<file path="src/rtl/rpn_evaluator.sv">
// Postfix (RPN) expression evaluator.
// Consumes number/operator tokens from the infix->postfix converter, keeps
// operands on an internal stack and publishes the value of each expression
// on a result handshake when the '=' token arrives.
//
//   state  | meaning
//   -------+-------------------------------------------------------------
//   IDLE   | waiting for a token; the only state that samples in_stb
//   EXEC   | operands latched, write a op b back into slot top-1
//   RESULT | result_stb held until downstream raises result_ack
//   ACK    | one-cycle in_ack pulse, upstream drops in_stb meanwhile
module rpn_evaluator #(
    parameter int WIDTH = 32,
    parameter int DEPTH = 20,
    parameter int SP_W  = 5
) (
    input  logic             CLK,
    input  logic             RST,
    input  logic             in_stb,
    input  logic [WIDTH-1:0] in_data,
    input  logic             in_is_operator,
    output logic             in_ack,
    output logic             result_stb,
    output logic [WIDTH-1:0] result_data,
    output logic             result_error,
    input  logic             result_ack,
    output logic [SP_W-1:0]  stack_depth
);

    typedef enum logic [1:0] {IDLE, EXEC, RESULT, ACK} state_t;

    localparam logic [2:0] OP_MUL = 3'b001;
    localparam logic [2:0] OP_ADD = 3'b010;
    localparam logic [2:0] OP_SUB = 3'b011;
    localparam logic [2:0] OP_EQ  = 3'b100;

    localparam logic [SP_W-1:0] SP_FULL = SP_W'(DEPTH);
    localparam logic [SP_W-1:0] SP_ONE  = SP_W'(1);
    localparam logic [SP_W-1:0] SP_TWO  = SP_W'(2);

    state_t           state, state_nxt;
    logic [WIDTH-1:0] stack [DEPTH];
    logic [SP_W-1:0]  sp;
    logic [SP_W-1:0]  top_idx, sec_idx;
    logic             err_flag;
    logic [WIDTH-1:0] opa, opb;
    logic [2:0]       op_q;
    logic [2:0]       tok_op;
    logic             tok_arith;
    logic             arith_ok;
    logic [WIDTH-1:0] alu_r;

    assign stack_depth = sp;
    assign top_idx     = sp - SP_ONE;
    assign sec_idx     = sp - SP_TWO;
    assign tok_op      = in_data[2:0];
    assign tok_arith   = (tok_op == OP_MUL) || (tok_op == OP_ADD) || (tok_op == OP_SUB);
    // An operator is only executed with two operands and a clean expression.
    assign arith_ok    = tok_arith && (sp >= SP_TWO) && !err_flag;

    // State register.
    always_ff @(posedge CLK) begin
        if (RST) state <= IDLE;
        else     state <= state_nxt;
    end

    // Next-state decode and the arithmetic result used in EXEC.
    always_comb begin
        state_nxt = state;
        alu_r     = '0;
        case (op_q)
            OP_MUL:  alu_r = opa * opb;
            OP_ADD:  alu_r = opa + opb;
            OP_SUB:  alu_r = opa - opb;
            default: alu_r = '0;
        endcase
        case (state)
            IDLE: begin
                if (in_stb) begin
                    if (!in_is_operator)     state_nxt = ACK;
                    else if (arith_ok)       state_nxt = EXEC;
                    else if (tok_op == OP_EQ) state_nxt = RESULT;
                    else                     state_nxt = ACK;
                end
            end
            EXEC:    state_nxt = ACK;
            RESULT:  if (result_ack) state_nxt = ACK;
            ACK:     state_nxt = IDLE;
            default: state_nxt = IDLE;
        endcase
    end

    // Operand stack, error flag and handshake outputs.
    always_ff @(posedge CLK) begin
        if (RST) begin
            sp           <= '0;
            err_flag     <= 1'b0;
            in_ack       <= 1'b0;
            result_stb   <= 1'b0;
            result_data  <= '0;
            result_error <= 1'b0;
            opa          <= '0;
            opb          <= '0;
            op_q         <= '0;
            for (int i = 0; i < DEPTH; i++) stack[i] <= '0;
        end else begin
            case (state)
                IDLE: begin
                    if (in_stb) begin
                        if (!in_is_operator) begin
                            in_ack <= 1'b1;
                            if (sp == SP_FULL) begin
                                err_flag <= 1'b1;
                            end else if (!err_flag) begin
                                stack[sp] <= in_data;
                                sp        <= sp + SP_ONE;
                            end
                        end else if (arith_ok) begin
                            opb  <= stack[top_idx];
                            opa  <= stack[sec_idx];
                            op_q <= tok_op;
                        end else if (tok_op == OP_EQ) begin
                            result_stb <= 1'b1;
                            if ((sp == SP_ONE) && !err_flag) begin
                                result_data  <= stack[top_idx];
                                result_error <= 1'b0;
                            end else begin
                                result_data  <= '0;
                                result_error <= 1'b1;
                            end
                        end else begin
                            // Operator lacking operands, sticky error, or unknown code.
                            err_flag <= 1'b1;
                            in_ack   <= 1'b1;
                        end
                    end
                end
                EXEC: begin
                    stack[sec_idx] <= alu_r;
                    sp             <= top_idx;
                    in_ack         <= 1'b1;
                end
                RESULT: begin
                    if (result_ack) begin
                        result_stb   <= 1'b0;
                        result_data  <= '0;
                        result_error <= 1'b0;
                        sp           <= '0;
                        err_flag     <= 1'b0;
                        in_ack       <= 1'b1;
                    end
                end
                ACK:     in_ack <= 1'b0;
                default: in_ack <= 1'b0;
            endcase
        end
    end

endmodule

</file>
<file path="config.mk">
export PLATFORM = sky130hd
export DESIGN_NAME = rpn_evaluator
export DESIGN_NICKNAME = d
export VERILOG_FILES = /design/src/rtl/rpn_evaluator.sv
export SDC_FILE = /design/constraint.sdc
export NUM_CORES = 2
export LEC_CHECK = 0
export CELL_PAD_IN_SITES_DETAIL_PLACEMENT = 2
export CELL_PAD_IN_SITES_GLOBAL_PLACEMENT = 2
export CORE_MARGIN = 3
export CORE_UTILIZATION = 47
export DETAILED_ROUTE_END_ITERATION = 8
export PLACE_DENSITY_LB_ADDON = 0.1
export SLEW_MARGIN = 20
export SYNTH_ARGS = -nofsm -noshare
export SYNTH_HDL_FRONTEND = slang
export SYNTH_SLANG_ARGS = --single-unit
export TNS_END_PERCENT = 1
</file>
<file path="constraint.sdc">
create_clock -name CLK -period 9.3 [get_ports CLK]
set_input_delay 0.93 -clock CLK [delete_from_list [all_inputs] [get_ports CLK]]
set_output_delay 0.93 -clock CLK [all_outputs]
set_load 0.005 [all_outputs]
</file>
==> key figures <==
Synthesis
  – Multiplexer share of the synthesized area: 0.209
  – Syn_nets: 6025
  – Mapped Avg Cell Area: 13.4 µm²
  – Post-Synth XOR/XNOR Area: 0.0174
  – Largest family of logic cells by synthesized area: multiplexers
  – Synth Instances: 5410
  – Synth cell types: 82
  – Cell taking the most area after synthesis: edfxtp_1
  – Warnings, synthesis: 0
  – EDFF count, synth: 1024
  – Post-synthesis sequential area ratio: 0.453
  – #FFs+latches synth: 1134
  – Compound-cell area share of the yosys netlist: 0.0339
  – Top_reg_cell synth: edfxtp_1
  – Synth Area in Simple Gates: 0.0990
  – Yosys top cell area share: 0.423
  – Top cells by area, synth: edfxtp_1 42%, mux4_2 20%, fa_1 11%
  – Synth Area in Adders: 0.142
  – Ys async rst share: 0
  – Netlist Area Pre-Place: 72700 µm²

Placement
  – # port buffers: 76
  – HPWL after DPL: 192000 µm
  – Final Wtd Congestion: 0.896

Worst hold path
  – Hold WC Path Type: register to register

Worst setup path
  – Buf/Inv on CP: 5
  – Worst Path Arrival: 9.03 ns
  – FF-to-FF End: stack[14][30]
  – Cell Chain, Critical Path: buf_4, and2_1, fa_1, fa_1, fa_1, inv_1, fa_1, inv_1, fa_1, ha_1, fa_1, fa_1, ha_1, and4_1, nand3_1, a21oi_1, a21oi_1, buf_4, o21ai_1, nor3_1, o31a_1, a211oi_2, buf_4, nor3_1
  – Type of origin of the critical path: register
  – Crit path depth: 24
  – Slowest stage delay, CP: 0.97 ns
  – Crit path max fanout: 21
  – CP Class: register to register
  – Capture point of the worst path: stack[14][30]
  – Worst path slowest cell: dfxtp_1
  – Worst reg-to-reg path cell count: 24
  – Crit path required time: 9.82 ns
  – Crit Reg-Reg Startpoint: opb[7]
  – Reg2reg setup slack: 0.79 ns
  – Top delay family on crit path: adder cells
  – Critical Path Sink Type: register
  – Critical path origin: opb[7]
  – Most used cell, CP: fa_1

Pwr
  – Pleak: 29.7 nW
  – Pwr/cell area: 298 nW/µm²
  – Tot Pwr: 0.0240 W
  – Max VDD drop: 0.000559 V

Timing
  – Setup-failing EPs final: 0
  – Fin. Hold Viols: 0
  – Final Cycle Share: 0.915
  – Worst-case clock skew: 0.0401 ns
  – Fin crit period: 8.51 ns
  – RSZ-0062 raised after global routing: no
  – FMAX: 117 MHz
  – Worst Tran Pin Value: 1.24 ns
  – Total negative slack: 0 ns
  – Max-slew violation count: 0
  – Slew HR: 0.148

Routing
  – Via count: 49800
  – ANT nets after route: 0
  – WL per Instance: 38.0 µm
  – Initial DRC Count: 6139
  – Final wirelength: 285000 µm
  – TritonRoute pass-1 iters: 7
  – Residual DRC: 0
  – DR vias/cell: 6.64

Floorplanning
  – Core ar.: 153000 µm²
  – Die width: 399 µm
  – Die span in y: 399 µm
  – Starting Density: 0.476
  – DIE AREA: 160000 µm²
  – Ports: 77
  – Row cnt: 143

Finish
  – Final Net Count: 5977
  – Share of cells above drive strength 1: 0.211
  – Area growth from synthesis to layout: 10.7%

Global route
  – Largest net degree at the start of global routing: 112
  – Antenna violations before repair: 15
  – Total Routing Usage GR: 0.362
  – First-pass GRT wire length: 407000 µm
  – Number of global-route vias before repair: 54100
  – Grt ovf: 0

Clock network
  – CTS max path bufs: 3
  – CTS Root Buffer Type: clkbuf_16
  – Clk_lat worst skew: 0.79 ns
  – Post-CTS setup buffer count: 0
  – Clk slew on worst S/H paths: 0.06 ns
  – Hold-fix buffers, CTS: 0
  – Num CTS Buffers: 135
  – Clk sink count: 1134
  – Cts repair resizes: 0
  – CTS tree: done
  – H-tree levels: 4

Flow run
  – Max-cap violations: 0

Status
  – Status: finished clean
power by group:
group	internal, W	leakage (nW)	switching (W)	total (W)
Combinational	0.00489	16.7	0.00778	0.0127
Sequential	0.00587	11.0	0.000300	0.00618
Clock	0.00293	2.02	0.00225	0.00518
Total	0.0137	29.7	0.0103	0.0240
Yosys cell counts, types with 51 or more instances:
master       n
nor2_1     798
nand2_1    293
and2_1     312
xnor2_1     91
dfxtp_1    110
buf_1       51
mux4_2     640
ha_1       169
fa_1       409
a21oi_1    108
clkbuf_1   363
edfxtp_1  1024
mux2i_1     73
xor2_1      52
inv_1      415
a211oi_1    73
routing by layer:
metal | vias to the layer above | wire [µm] | global-route usage
met5 | - | 39 | 0
met4 | 6 | 17300 | 0.188
met3 | 686 | 25000 | 0.0711
met2 | 2856 | 135000 | 0.580
met1 | 26900 | 108000 | 0.471
li1 | 19400 | - | -
worst min-delay path by stage:
stage,end,from,slack (ns),cells after the start
after detailed placement,result_stb,result_stb,0.48,2
after global placement,result_stb,result_stb,0.47,2
after global routing,result_stb,result_stb,0.50,2
after floorplan,result_stb,result_stb,0.48,2
after CTS,result_stb,result_stb,0.49,2
final,result_stb,result_stb,0.49,2
registers in the layout (all words and copies together) (netlist names):
register      cells
err_flag          1
in_ack            1
op_q              3
opa              32
opb              32
result_data      32
result_error      1
result_stb        1
stack          1024
stack_depth       5
state             2
layout by cell type, fill, tap and decap left out, types with 10 or more instances in the layout:
| master | netlist | routed |
|---|---|---|
| mux2i_1 | 73 | 66 |
| a21oi_2 | 1 | 14 |
| o21ai_1 | 14 | 12 |
| nand2b_1 | 31 | 10 |
| inv_2 | 15 | 15 |
| clkbuf_16 | 0 | 137 |
| nand2_2 | 0 | 16 |
| xor2_1 | 52 | 49 |
| nand2b_4 | 0 | 14 |
| nand2_1 | 293 | 277 |
| and2_1 | 312 | 312 |
| nor2b_1 | 33 | 33 |
| xnor2_1 | 91 | 89 |
| a21oi_1 | 108 | 94 |
| a22oi_1 | 12 | 12 |
| inv_1 | 415 | 415 |
| nor2_1 | 798 | 785 |
| nand3_1 | 13 | 13 |
| nor3_1 | 38 | 37 |
| ha_1 | 169 | 167 |
| dfxtp_1 | 110 | 107 |
| nor2_4 | 0 | 13 |
| nor2_2 | 19 | 19 |
| clkinv_1 | 0 | 16 |
| fa_1 | 409 | 409 |
| clkdlybuf4s50_1 | 0 | 75 |
| o21ai_0 | 38 | 33 |
| buf_4 | 0 | 177 |
| clkbuf_1 | 363 | 41 |
| a21o_1 | 31 | 31 |
| edfxtp_1 | 1024 | 1024 |
| a211oi_1 | 73 | 73 |
| clkinv_2 | 0 | 14 |
| mux4_2 | 640 | 640 |
through the flow:
step	cell area, µm²	setup slack (ns)	hold slack, ns	cells	util
after floorplan	72700	1.87	0.479	5410	-
after global placement	76300	0.928	0.468	7253	0.499
after detailed placement	76300	0.865	0.478	7254	0.500
after CTS	80500	0.804	0.490	7487	0.527
after global routing	80500	0.442	0.499	7488	0.527
final	80500	0.789	0.486	7493	0.527
worst min-delay path, delay by kind of cell, from the launching register on:
kind	cells	cell delay, ns
flip-flops	1	0.32
AND/OR/NAND/NOR	1	0.07
AO/OA/AOI/OAI	1	0.06
cell families (layout without fill, tap and decap cells):
group / count (synthesis) / after routing
AO/OA/AOI/OAI: 372 / 372
flip-flops: 1134 / 1134
multiplexers: 718 / 718
adder cells (fa/ha/maj): 578 / 578
buffers and inverters: 876 / 924
XOR/XNOR: 144 / 144
other: 0 / 5
AND/OR/NAND/NOR: 1588 / 1588
cell type report:
cell class                      count  area (µm²)
Fill cell                       14000       72300
Clock inverter                     46         444
Sequential cell                  1134       33000
Antenna cell                        5        12.5
Multi-Input combinational cell   3400       37000
Clock buffer                      187        3710
Tap cell                         2030        2540
Timing Repair Buffer              261        2250
Inverter                          430        1610
Note: power is estimated with default switching activity, not from simulation.
